File: src/rtl/demux_registrado_n.sv
// Registered 1xN demultiplexer: routes each write into one of CANAIS channel registers,
// addressed by sel or by an auto-incrementing pointer, with valid/complete/error flags.
module demux_registrado_n #(
    parameter int unsigned BITS     = 3,
    parameter int unsigned CANAIS   = 8,
    parameter int unsigned SEL_BITS = 3
) (
    input  logic                     clock,
    input  logic                     reset,
    input  logic                     limpa,
    input  logic                     escreve,
    input  logic                     modo,
    input  logic [SEL_BITS-1:0]      sel,
    input  logic [BITS-1:0]          entrada,
    output logic [CANAIS*BITS-1:0]   saidas,
    output logic [CANAIS-1:0]        validos,
    output logic [SEL_BITS-1:0]      ponteiro,
    output logic                     completo,
    output logic                     erro
);

    localparam logic [SEL_BITS:0]   NUM_CANAIS = (SEL_BITS + 1)'(CANAIS);
    localparam logic [SEL_BITS-1:0] ULTIMO     = SEL_BITS'(CANAIS - 1);

    logic [SEL_BITS-1:0] alvo;
    logic                alvo_ok;
    logic [CANAIS-1:0]   alvo_oh;
    logic [SEL_BITS-1:0] prox_ponteiro;

    always_comb begin
        alvo    = modo ? ponteiro : sel;
        alvo_ok = {1'b0, alvo} < NUM_CANAIS;
        alvo_oh = '0;
        for (int k = 0; k < int'(CANAIS); k++) begin
            alvo_oh[k] = (alvo == SEL_BITS'(k));
        end
        // Wrap at CANAIS rather than at 2**SEL_BITS
        prox_ponteiro = (alvo == ULTIMO) ? '0 : alvo + 1'b1;
    end

    assign completo = &validos;

    always_ff @(posedge clock or posedge reset) begin
        if (reset) begin
            saidas   <= '0;
            validos  <= '0;
            ponteiro <= '0;
            erro     <= 1'b0;
        end else if (limpa) begin
            saidas   <= '0;
            validos  <= '0;
            ponteiro <= '0;
            erro     <= 1'b0;
        end else begin
            erro <= escreve && !alvo_ok;
            if (escreve && alvo_ok) begin
                for (int k = 0; k < int'(CANAIS); k++) begin
                    if (alvo_oh[k]) begin
                        saidas[k*BITS +: BITS] <= entrada;
                    end
                end
                validos <= validos | alvo_oh;
                if (modo) begin
                    ponteiro <= prox_ponteiro;
                end
            end
        end
    end

endmodule

File: config.mk
export PLATFORM = sky130hd
export DESIGN_NAME = demux_registrado_n
export DESIGN_NICKNAME = d
export VERILOG_FILES = /design/src/rtl/demux_registrado_n.sv
export SDC_FILE = /design/constraint.sdc
export NUM_CORES = 1
export LEC_CHECK = 0
export CORE_MARGIN = 2
export CORE_UTILIZATION = 30
export DETAILED_ROUTE_END_ITERATION = 16
export PLACE_DENSITY_LB_ADDON = 0.12
export SYNTH_ARGS = -nofsm -noshare
export SYNTH_HDL_FRONTEND = slang
export SYNTH_SLANG_ARGS = --single-unit
File: constraint.sdc
create_clock -name clock -period 4.4 [get_ports clock]
set_input_delay 1.32 -clock clock [delete_from_list [all_inputs] [get_ports clock]]
set_output_delay 1.32 -clock clock [all_outputs]
set_load 0.02 [all_outputs]
==> flow_summary.ini <==
[run_status]
status = complete, no violations

[route]
firstDrtPassIters = 4
drt-initial-drc-count = 49
routedWlPerCell_um = 15.0
via_count = 1181
ant_nets = 0
finalWirelength_mm = 3.96
post_drt_via_cell_ratio = 4.47
drc = 0

[clock_tree]
cts-root-buf = clkbuf_8
cts.repair.resized = 0
clk_latency_ns = 0.29
cts_buffers = 5
cts_tree = yes
clock-sinks = 35
clockBufferDepth = 2
htreeDepth = 2
path_clk_slew_ns = 0.06
postCtsSetupRepairBufs = 0
cts-hold-fix-buffers = 0

[global_route]
antenna_found_initial = 0
grt_max_degree = 36
grt_pass1_vias = 1193
track_usage_pct = 14.3
overflow = 0
grt_pass1_wl_mm = 6.52

[final_layout]
syn_to_final_growth_pct = 37.6
final_nets = 209
diodes = 0
drive_above_1_share_pct = 6.19
fillers = 491

[setup_path]
critical_path_class = in2reg
crit_slowest_cell = clkdlybuf4s50_1
path_cells = clkdlybuf4s50_1 -> mux2i_1 -> inv_1 -> ha_1 -> ha_1 -> nand2_1 -> nand2_1 -> a21oi_1
start_kind = input pin
end_kind = flip-flop
cp_data_required_time_ns = 4.60
crit_fanout = 6
critPathArrivalTime_ns = 3.29
critical_path.max_stage_delay_ns = 0.67

[die]
die-area_sq_um = 6050
initial_core_util_pct = 31.6
die_y_um = 77.8
boundaryPins = 48
row_count = 26
coreArea_sq_um = 5170
die_width_um = 77.8

[sta]
max_freq_mhz = 323
setup_violations = 0
clock_skew_ns = 0.00614
rsz0062_at_grt = false
hold_slack_ns = 0.530
finalCriticalPeriod_ns = 3.09
hold_violations = 0
slew_viol_final = 0
fin_setup_tns_ns = 0
fin_crit_sh_pct = 70.3

[placement]
port-buffer-count = 46
place.gp.congestion = 0.758
hpwl_mm = 2.79

[power_and_ir_drop]
peakVddDrop_v = 0.000129
power.density_nw_per_um2 = 309
total_power_uw = 695
leakage_uw = 0.00107

[worst_hold_path]
hold_class = reg2reg

[synth]
yosys_warnings = 0
syn_inst = 146
synth.distinct_cells = 18
ys_ff_latch = 35
seq_area_frac_synth_pct = 53.6
netlist_area_sq_um = 1630
synth.avg_cell_area_sq_um = 11.2
synth_nets = 162

[job]
maxCapViolCount = 0
[where the power goes]
| part | switching, uW | leakage [uW] | internal, uW |
|---|---|---|---|
| clock | 112 | 0.0000515 | 143 |
| sequential | 7.57 | 0.000483 | 332 |
| combinational | 55.4 | 0.000532 | 44.8 |
[per-stage QoR]
step | cell area [sq um] | util [%] | setup slack, ns | std cells
5_1_grt | 2250 | 43.5 | 1.15 | 264
2_1_floorplan | 1630 | - | 1.82 | 146
3_5_place_dp | 2150 | 41.5 | 1.01 | 256
6_report | 2250 | 43.5 | 1.31 | 264
3_3_place_gp | 2150 | 41.5 | 1.16 | 256
4_1_cts | 2250 | 43.5 | 1.33 | 264
[layer usage]
metal	part of all wire (%)	vias to the layer above	track usage (%)
met5	0	-	0
met3	5.2	7	4.19
met1	48	561	20.0
met4	1.5	0	5.36
li1	-	577	-
met2	45	36	20.7
[Yosys cell counts]
library cell	n	area share, %
nand2_1	7	1.6
conb_1	1	0.23
inv_1	9	2.1
and3_4	1	0.69
nand4_1	2	0.77
o21ba_1	1	0.61
clkbuf_1	5	1.1
nand2b_1	24	9.2
a21oi_1	12	3.7
ha_1	5	3.8
inv_4	1	0.38
buf_6	2	1.4
mux2i_1	24	15
nor2_1	4	0.92
dfrtp_1	35	54
buf_4	1	0.46
nand3_1	11	3.4
mux2i_4	1	1.4
[flip-flops by register name, summed over array words and instances, names as in the netlist]
| name | flops |
|---|---|
| ponteiro | 3 |
| saidas | 24 |
| validos | 8 |
[layout by cell type, fill, tap and decap left out, drive strengths merged]
master         Yosys  routed
and3               1       1
nand3             11      11
clkdlybuf4s50      0      46
nand2b            24      24
inv               10      10
buf                3       2
a21oi             12      12
nand4              2       2
mux2i             25      25
clkbuf             5       8
conb               1       1
nor2               4       4
ha                 5       5
o21ba              1       1
nand2              7       7
dfrtp             35      35
[kinds of logic (layout without fill, tap and decap cells)]
group / Yosys count / in the layout / synth area share, %
DFF: 35 / 35 / 53.6
adders and majority gates: 5 / 5 / 3.83
muxes: 25 / 25 / 16.1
AOI/OAI and AO/OA: 13 / 13 / 4.29
other: 1 / 1 / 0.229
and+or+nand+nor: 49 / 49 / 16.5
buffers and inverters: 18 / 66 / 5.44
[critical path: cells and delay by family]
family	cells	cell delay (ns)
compound gates	1	0.16
mux	1	0.35
buf+inv	2	0.78
simple gates	2	0.20
fa+ha+maj	2	0.49
[final timing paths]
kind	slack [ns]	startpoint	endpoint	cells after the start
max in group asynchronous	2.64	reset	ponteiro[0]	3
min in group asynchronous	1.43	reset	saidas[11]	3
worst min-delay path	0.53	saidas[22]	saidas[22]	2
worst max register to register	2.71	ponteiro[1]	saidas[21]	7
worst max-delay path	1.31	modo	saidas[21]	8
worst min register to register	0.53	saidas[22]	saidas[22]	2
[cell type report]
class                      count  area [sq um]  area share [%]
sequential                    35           876            39.0
timing repair buffer          48           475            21.1
tap                           70          87.6            3.90
inverter                      10          40.0            1.78
multi-input combinational     93           669            29.8
clock buffer                   8           100            4.45
(Power assumes the default switching activity.)
